`src/rtl/cmatmul_seq_if.sv`:
```
// cmatmul_seq_if: handshake bus for cmatmul_seq.
//   start     - one-cycle request to begin a multiply
//   in_*      - element load stream (A row-major, then B row-major)
//   out_*     - result stream C[i][j], row-major
//   busy      - engine not idle
//   done      - one-cycle pulse after the last result is accepted
interface cmatmul_seq_if #(
   parameter int DW = 8,
   parameter int OW = 19
);
   logic                 start;
   logic                 in_valid;
   logic                 in_ready;
   logic signed [DW-1:0] in_real;
   logic signed [DW-1:0] in_imag;
   logic                 out_valid;
   logic                 out_ready;
   logic signed [OW-1:0] out_real;
   logic signed [OW-1:0] out_imag;
   logic                 busy;
   logic                 done;
   modport master (
      output start, in_valid, in_real, in_imag, out_ready,
      input  in_ready, out_valid, out_real, out_imag, busy, done
   );
   modport slave (
      input  start, in_valid, in_real, in_imag, out_ready,
      output in_ready, out_valid, out_real, out_imag, busy, done
   );
endinterface

```
`src/rtl/cmatmul_seq.sv`:
```
// cmatmul_seq: sequential NxN complex matrix multiply, one complex MAC per cycle.
//   clk  - clock, rising edge
//   rst  - synchronous active-high reset
//   bus  - cmatmul_seq_if slave: load stream in, result stream out, busy/done
module cmatmul_seq #(
   parameter int N  = 4,
   parameter int DW = 8,
   parameter int OW = 2*DW+1+$clog2(N)
) (
   input logic          clk,
   input logic          rst,
   cmatmul_seq_if.slave bus
);
   localparam int LW = $clog2(N);
   localparam int IW = 2*LW+1;
   localparam int NE = 2*N*N;
   typedef enum logic [1:0] {IDLE, LOAD, COMP, OUT} state_t;
   state_t state, nxt;
   logic [LW-1:0] i, j, k;
   logic [IW-1:0] ld_cnt;
   logic signed [DW-1:0] m_re [NE];
   logic signed [DW-1:0] m_im [NE];
   logic signed [OW-1:0] ar, ai, br, bi, p_re, p_im, s_re, s_im, acc_re, acc_im;
   logic in_hs, out_hs, last_ld, last_k, last_el;
   logic [IW-1:0] a_idx, b_idx;
   function automatic logic signed [OW-1:0] sx(input logic signed [DW-1:0] v);
      return {{(OW-DW){v[DW-1]}}, v};
   endfunction
   // storage holds A in the lower half and B in the upper half, both row-major,
   // so element addresses are plain bit concatenations of the loop indices
   assign a_idx   = {1'b0, i, k};
   assign b_idx   = {1'b1, k, j};
   assign in_hs   = (state == LOAD) && bus.in_valid;
   assign out_hs  = (state == OUT) && bus.out_ready;
   assign last_ld = ld_cnt == IW'(NE-1);
   assign last_k  = k == LW'(N-1);
   assign last_el = (i == LW'(N-1)) && (j == LW'(N-1));
   assign ar      = sx(m_re[a_idx]);
   assign ai      = sx(m_im[a_idx]);
   assign br      = sx(m_re[b_idx]);
   assign bi      = sx(m_im[b_idx]);
   assign p_re    = ar*br - ai*bi;
   assign p_im    = ar*bi + ai*br;
   assign s_re    = (k == '0 ? '0 : acc_re) + p_re;
   assign s_im    = (k == '0 ? '0 : acc_im) + p_im;
   always_ff @(posedge clk) begin
      if (rst) state <= IDLE;
      else     state <= nxt;
   end
   always_comb begin
      nxt = state;
      case (state)
         IDLE:    nxt = bus.start ? LOAD : IDLE;
         LOAD:    nxt = (in_hs && last_ld) ? COMP : LOAD;
         COMP:    nxt = last_k ? OUT : COMP;
         default: nxt = out_hs ? (last_el ? IDLE : COMP) : OUT;
      endcase
   end
   always_comb begin
      bus.in_ready  = state == LOAD;
      bus.out_valid = state == OUT;
      bus.busy      = state != IDLE;
   end
   always_ff @(posedge clk) begin
      if (in_hs && !rst) begin
         m_re[ld_cnt] <= bus.in_real;
         m_im[ld_cnt] <= bus.in_imag;
      end
   end
   always_ff @(posedge clk) begin
      if (rst) begin
         ld_cnt       <= '0;
         i            <= '0;
         j            <= '0;
         k            <= '0;
         acc_re       <= '0;
         acc_im       <= '0;
         bus.out_real <= '0;
         bus.out_imag <= '0;
         bus.done     <= 1'b0;
      end else begin
         bus.done <= out_hs && last_el;
         if (state == IDLE) ld_cnt <= '0;
         if (in_hs) ld_cnt <= ld_cnt + 1'b1;
         if (state == LOAD) begin
            i <= '0;
            j <= '0;
            k <= '0;
         end
         if (state == COMP) begin
            k      <= k + 1'b1;
            acc_re <= s_re;
            acc_im <= s_im;
            if (last_k) begin
               bus.out_real <= s_re;
               bus.out_imag <= s_im;
            end
         end
         // j and i wrap naturally, so the next element restarts at k=0
         if (out_hs) begin
            j <= j + 1'b1;
            if (j == LW'(N-1)) i <= i + 1'b1;
         end
      end
   end
endmodule

```
`src/flat_wrapper.sv`:
```
// flat-port wrapper written by rule: the top's interface ports become plain ports
module cmatmul_seq_flat 
#(
   parameter int N  = 4,
   parameter int DW = 8,
   parameter int OW = 2*DW+1+$clog2(N)
)
  (clk, rst, bus_start, bus_in_valid, bus_in_real, bus_in_imag, bus_out_ready, bus_in_ready, bus_out_valid, bus_out_real, bus_out_imag, bus_busy, bus_done);
  cmatmul_seq_if #(.DW(DW), .OW(OW)) bus_i ();
  input logic clk;
  input logic rst;
  input wire logic [$bits(bus_i.start)-1:0] bus_start;
  input wire logic [$bits(bus_i.in_valid)-1:0] bus_in_valid;
  input wire logic [$bits(bus_i.in_real)-1:0] bus_in_real;
  input wire logic [$bits(bus_i.in_imag)-1:0] bus_in_imag;
  input wire logic [$bits(bus_i.out_ready)-1:0] bus_out_ready;
  output wire logic [$bits(bus_i.in_ready)-1:0] bus_in_ready;
  output wire logic [$bits(bus_i.out_valid)-1:0] bus_out_valid;
  output wire logic [$bits(bus_i.out_real)-1:0] bus_out_real;
  output wire logic [$bits(bus_i.out_imag)-1:0] bus_out_imag;
  output wire logic [$bits(bus_i.busy)-1:0] bus_busy;
  output wire logic [$bits(bus_i.done)-1:0] bus_done;
  assign bus_i.start = bus_start;
  assign bus_i.in_valid = bus_in_valid;
  assign bus_i.in_real = bus_in_real;
  assign bus_i.in_imag = bus_in_imag;
  assign bus_i.out_ready = bus_out_ready;
  assign bus_in_ready = bus_i.in_ready;
  assign bus_out_valid = bus_i.out_valid;
  assign bus_out_real = bus_i.out_real;
  assign bus_out_imag = bus_i.out_imag;
  assign bus_busy = bus_i.busy;
  assign bus_done = bus_i.done;
  cmatmul_seq #(.N(N), .DW(DW), .OW(OW)) u_core (.clk(clk), .rst(rst), .bus(bus_i));
endmodule
```
`config.mk`:
```
export PLATFORM = sky130hd
export DESIGN_NAME = cmatmul_seq_flat
export DESIGN_NICKNAME = d
export VERILOG_FILES = /design/src/rtl/cmatmul_seq_if.sv /design/src/rtl/cmatmul_seq.sv /design/src/flat_wrapper.sv
export SDC_FILE = /design/constraint.sdc
export NUM_CORES = 1
export LEC_CHECK = 0
export CAP_MARGIN = 20
export CORE_MARGIN = 3
export CORE_UTILIZATION = 61
export CTS_CLUSTER_SIZE = 20
export DETAILED_ROUTE_END_ITERATION = 16
export PLACE_DENSITY = 0.78
export SYNTH_ARGS = -nofsm -noshare
export SYNTH_HDL_FRONTEND = slang
export SYNTH_SLANG_ARGS = --single-unit
```
`constraint.sdc`:
```
create_clock -name clk -period 14.5 [get_ports clk]
set_input_delay 1.45 -clock clk [delete_from_list [all_inputs] [get_ports clk]]
set_output_delay 1.45 -clock clk [all_outputs]
set_load 0.05 [all_outputs]
```
==> results <==
- IR analysis of the VDD net gives a maximum drop of 0.000116 V.
- The min-delay analysis places its worst path in the category flip-flop to flip-flop.
- Post-CTS repair changed the size of 0 cells.
- The all-layer global routing usage is 0.282.
- Data on the critical path is required at its endpoint by 15030 ps.
- Synthesis handed over a netlist of 2743 instances.
- The number of nets in the synthesized netlist is 3186.
- The global-route wire length before repair is 130000 µm.
- The max-capacitance violation count is 0.
- Data on the critical path arrives at its endpoint at 10460 ps.
- At the pin with the least slew margin, the transition time is 1080 ps.
- In the final routed layout, each cell accounts on average for 23.2 µm.
- The worst setup timing slack at the placement stage is 4620 ps.
- The detailed-route via count is 21900.
- The count of final hold-check violations is 0.
- The maximum fanout along the worst path is 57.
- The cell area that synthesis handed to floorplanning was 35400 µm².
- The achievable clock frequency is 101 MHz.
- After detailed routing, the number of remaining DRC violations is 0.
- Global routing finished with a remaining overflow of 0.
- Setup repair after global routing left no endpoint under its margin.
- The final estimated routing congestion in global placement is 0.905.
- The analysis attributes to cell leakage a power of 0.0149 µW.
- The final layout contains routed wiring with a total length of 84700 µm.
- The repair_antennas step left the layout with diodes totalling 0.
- The die is 247 µm tall.
- The maximum number of pins on one net before global-route repair is 68.
- After synthesis, the share of cell area in mux cells is 0.0995.
- The endpoint class of the critical path is a flip-flop.
- After detailed placement, the total cell area comes to 37200 µm².
- After synthesis, the mean cell area works out to 12.9 µm².
- The residual antenna-violating net count after detailed routing is 0.
- The number of antenna violations at the first check in global routing is 0.
- The critical path is of the flip-flop to flip-flop type.
- The main combinational cell family by area after synthesis is adder cells.
- Once layout is done, the placed cells without fillers occupy 39300 µm².
- The floorplan step set the die width to 247 µm.
- The number of buffers between clock root and the deepest sink is 3.
- The total setup violations reported at the end of the flow is 0.
- After layout, the worst setup slack is 4570 ps.
- In this run the tool buffered the top-level ports with 62 buffer cells.
- The cell sitting at the root of the clock tree is a sky130_fd_sc_hd__clkbuf_16.
- Compared with the post-synthesis result, the final layout area differs by 10.9%.
- For this run, the register share of the synthesized area comes to 0.485.
- The commonest register cell after synthesis is sky130_fd_sc_hd__edfxtp_1.
- The worst setup path is launched from a flip-flop.
- The tightest slew margin relative to the limit is 0.273.
- Between clock sinks in the finished design, the worst skew comes to 54.2 ps.
- The count of TritonRoute iterations in the first routing pass is 5.
- The floorplan has 87 rows.
- The synthesized design contains 602 register bits.
- The die covers 61000 µm².
- For the final routed database, the setup TNS stands at 0 ps.
- The number of buffers added to fix hold violations after cts is 0.
- For this configuration, the core starts out at a cell density of 0.622.
- The distinct cell type count of the synthesized netlist is 67.
- Once detailed placement completed, the half-perimeter wirelength came to 55800 µm.
- Post-CTS timing repair inserted 0 buffers for setup.
- The via count of the first global-routing pass was 23000.
- Of the total synthesized cell area, the portion taken by XOR and XNOR cells is 0.0244.
- The number of clock buffers added by TritonCTS is 57.
- After synthesis, the share of flip-flops with an asynchronous set or reset is 0.
- The number of slew-limit violations in the final report is 0.
- Counting flops with a built-in enable in the synthesized netlist gives 512.
- Of the cells placed in the final design, the portion with a size suffix greater than 1 is 0.129.
- The final net count is 3288.
- The latest clock arrival within the worst-skew pair is 660 ps.
- The TritonCTS clock tree is yes.
- The core region is 56900 µm².
- The clock edge transition at the registers on the reported setup and hold paths is 60 ps.
- The flow ran to the end, and the final reports show no timing, DRC or antenna violations.
- The final critical-path share of the clock period is 0.685.
- The tree built by TritonCTS fans out to 602 sinks.
- Power spread over the standard cell area amounts to 116 nW/µm².
- The iteration-0 DRC count of the detailed router is 1890.
- The share of the synthesized area in compound gates (AO/OA/AOI/OAI) is 0.0455.
- Of the total synthesized cell area, the portion taken by full adders, half adders and majority gates is 0.204.
- The largest individual stage delay along the critical path comes from the cell sky130_fd_sc_hd__dfxtp_4.
- The count of pins on the block boundary is 63.
- Of the total synthesized cell area, the portion taken by AND, OR, NAND and NOR gates is 0.0889.
- The number of H-tree levels is 2.
- The via density per instance is 6.02.
- During synthesis, Yosys emitted a total of 0 warnings.
- The highest cell delay on the worst timing path is 980 ps.
- The clock period minus final worst setup slack is 9930 ps.
## logic make-up after synthesis
| group | after synthesis |
|---|---|
| flops | 602 |
| mux | 190 |
| compound gates | 254 |
| simple gates | 694 |
| buf+inv | 488 |
| fa+ha+maj | 422 |
| xor+xnor | 93 |
## area by class of cell
cell class / count / area [µm²]
clock buffers: 67 / 1480
clock inverters: 37 / 377
fillers: 3724 / 17700
inverters: 382 / 1430
multi-input cells: 1653 / 16400
flip-flops and latches: 602 / 17200
well taps: 756 / 946
repair buffers: 149 / 1470
## through the flow
stage          hold slack (ps)  cells  utilization  total power, µW
6_report                   452   3646        0.690             4550
2_1_floorplan              446   2743            -             2770
3_3_place_gp               443   3529        0.652             3040
5_1_grt                    475   3646        0.690             4750
3_5_place_dp               446   3533        0.653             3080
4_1_cts                    454   3637        0.686             4550
## flip-flops by register name, summed over array words and instances (netlist names), 5 cells and up
| signal | count |
|---|---|
| u_core.acc_re | 19 |
| u_core.m_re | 256 |
| u_core.m_im | 256 |
| u_core.acc_im | 19 |
| u_core.bus.out_imag | 19 |
| u_core.bus.out_real | 19 |
| u_core.ld_cnt | 5 |
## critical path, delay by kind of cell (launching register included)
kind	cells	cell delay, ps
AO/OA/AOI/OAI	10	2740
buffers and inverters	5	1050
adder cells (fa/ha/maj)	7	3070
flip-flops	1	980
multiplexers	2	900
XOR/XNOR	1	260
AND/OR/NAND/NOR	5	770
## synth_stat cells, types with 3 or more instances
| cell type | instances | area, µm² |
|---|---|---|
| sky130_fd_sc_hd__a21o_1 | 18 | 135 |
| sky130_fd_sc_hd__o21a_1 | 15 | 113 |
| sky130_fd_sc_hd__fa_1 | 257 | 5140 |
| sky130_fd_sc_hd__o21ai_1 | 31 | 155 |
| sky130_fd_sc_hd__buf_4 | 3 | 22.5 |
| sky130_fd_sc_hd__o21bai_1 | 13 | 97.6 |
| sky130_fd_sc_hd__nand4b_1 | 5 | 43.8 |
| sky130_fd_sc_hd__nor2_1 | 336 | 1260 |
| sky130_fd_sc_hd__nand3b_1 | 8 | 60.1 |
| sky130_fd_sc_hd__xnor2_1 | 67 | 587 |
| sky130_fd_sc_hd__or4_1 | 5 | 37.5 |
| sky130_fd_sc_hd__nand3_1 | 33 | 165 |
| sky130_fd_sc_hd__and3_1 | 4 | 25.0 |
| sky130_fd_sc_hd__a211oi_1 | 24 | 180 |
| sky130_fd_sc_hd__nor2b_1 | 47 | 294 |
| sky130_fd_sc_hd__or3_1 | 4 | 25.0 |
| sky130_fd_sc_hd__mux4_2 | 128 | 2880 |
| sky130_fd_sc_hd__nand2_1 | 139 | 522 |
| sky130_fd_sc_hd__or2_2 | 34 | 213 |
| sky130_fd_sc_hd__a21oi_1 | 82 | 410 |
| sky130_fd_sc_hd__o211ai_1 | 4 | 30.0 |
| sky130_fd_sc_hd__a22oi_1 | 3 | 22.5 |
| sky130_fd_sc_hd__xor2_1 | 22 | 193 |
| sky130_fd_sc_hd__o21ai_0 | 32 | 160 |
| sky130_fd_sc_hd__nor3b_1 | 3 | 22.5 |
| sky130_fd_sc_hd__inv_1 | 381 | 1430 |
| sky130_fd_sc_hd__ha_1 | 165 | 2060 |
| sky130_fd_sc_hd__buf_1 | 9 | 33.8 |
| sky130_fd_sc_hd__buf_2 | 31 | 155 |
| sky130_fd_sc_hd__and2_1 | 5 | 31.3 |
| sky130_fd_sc_hd__nand2b_1 | 48 | 300 |
| sky130_fd_sc_hd__mux2_2 | 17 | 191 |
| sky130_fd_sc_hd__nor3_1 | 13 | 65.1 |
| sky130_fd_sc_hd__dfxtp_1 | 90 | 1800 |
| sky130_fd_sc_hd__o31ai_1 | 3 | 22.5 |
| sky130_fd_sc_hd__mux2i_1 | 45 | 450 |
| sky130_fd_sc_hd__clkbuf_1 | 63 | 236 |
| sky130_fd_sc_hd__nand4_1 | 3 | 18.8 |
| sky130_fd_sc_hd__a21boi_0 | 4 | 30.0 |
| sky130_fd_sc_hd__edfxtp_1 | 512 | 15400 |
## path summary, 6_finish.rpt
path	from	to	slack (ps)	depth (start not counted)
max reg2reg	u_core.k[0]	u_core.bus.out_real[18]	4570	30
min reg2reg	u_core.bus.out_real[4]	u_core.bus.out_real[4]	450	2
min	u_core.bus.out_real[4]	u_core.bus.out_real[4]	450	2
max	u_core.k[0]	u_core.bus.out_real[18]	4570	30
## layer usage
metal | GRT usage | up-vias | routed length (µm)
met5 | 0 | - | 0
met4 | 0.125 | 0 | 4130
met3 | 0.0394 | 213 | 6050
met2 | 0.486 | 1010 | 43300
met1 | 0.358 | 11100 | 31300
li1 | - | 9591 | -
## placed cells by master, fill, tap and decap left out, types with 5 or more instances in the layout
cell type	n
sky130_fd_sc_hd__edfxtp_1	512
sky130_fd_sc_hd__mux2_2	17
sky130_fd_sc_hd__or2_2	34
sky130_fd_sc_hd__clkbuf_16	58
sky130_fd_sc_hd__o21ai_1	38
sky130_fd_sc_hd__buf_8	5
sky130_fd_sc_hd__dfxtp_1	85
sky130_fd_sc_hd__a211oi_1	24
sky130_fd_sc_hd__clkdlybuf4s50_1	61
sky130_fd_sc_hd__nor2b_1	47
sky130_fd_sc_hd__inv_1	381
sky130_fd_sc_hd__o21a_1	15
sky130_fd_sc_hd__nor2_1	335
sky130_fd_sc_hd__nand2_1	139
sky130_fd_sc_hd__clkinv_2	12
sky130_fd_sc_hd__o21bai_1	13
sky130_fd_sc_hd__buf_16	7
sky130_fd_sc_hd__nor3_1	13
sky130_fd_sc_hd__fa_1	257
sky130_fd_sc_hd__mux2i_1	45
sky130_fd_sc_hd__a21oi_1	82
sky130_fd_sc_hd__or4_1	5
sky130_fd_sc_hd__clkbuf_1	8
sky130_fd_sc_hd__nand2b_1	48
sky130_fd_sc_hd__clkinv_1	15
sky130_fd_sc_hd__o21ai_0	24
sky130_fd_sc_hd__and2_1	5
sky130_fd_sc_hd__nand4b_1	5
sky130_fd_sc_hd__nand3_1	33
sky130_fd_sc_hd__mux4_2	128
sky130_fd_sc_hd__xor2_1	22
sky130_fd_sc_hd__ha_1	164
sky130_fd_sc_hd__nand3b_1	8
sky130_fd_sc_hd__a21o_1	18
sky130_fd_sc_hd__buf_4	75
sky130_fd_sc_hd__xnor2_1	67
sky130_fd_sc_hd__bufinv_16	5
## power by group
group / switching, µW / internal (µW) / total, µW
sequential: 0.780 / 1880 / 1880
combinational: 720 / 465 / 1180
clock: 664 / 824 / 1490
total: 1380 / 3160 / 4550
Note: power is estimated with default switching activity, not from simulation.
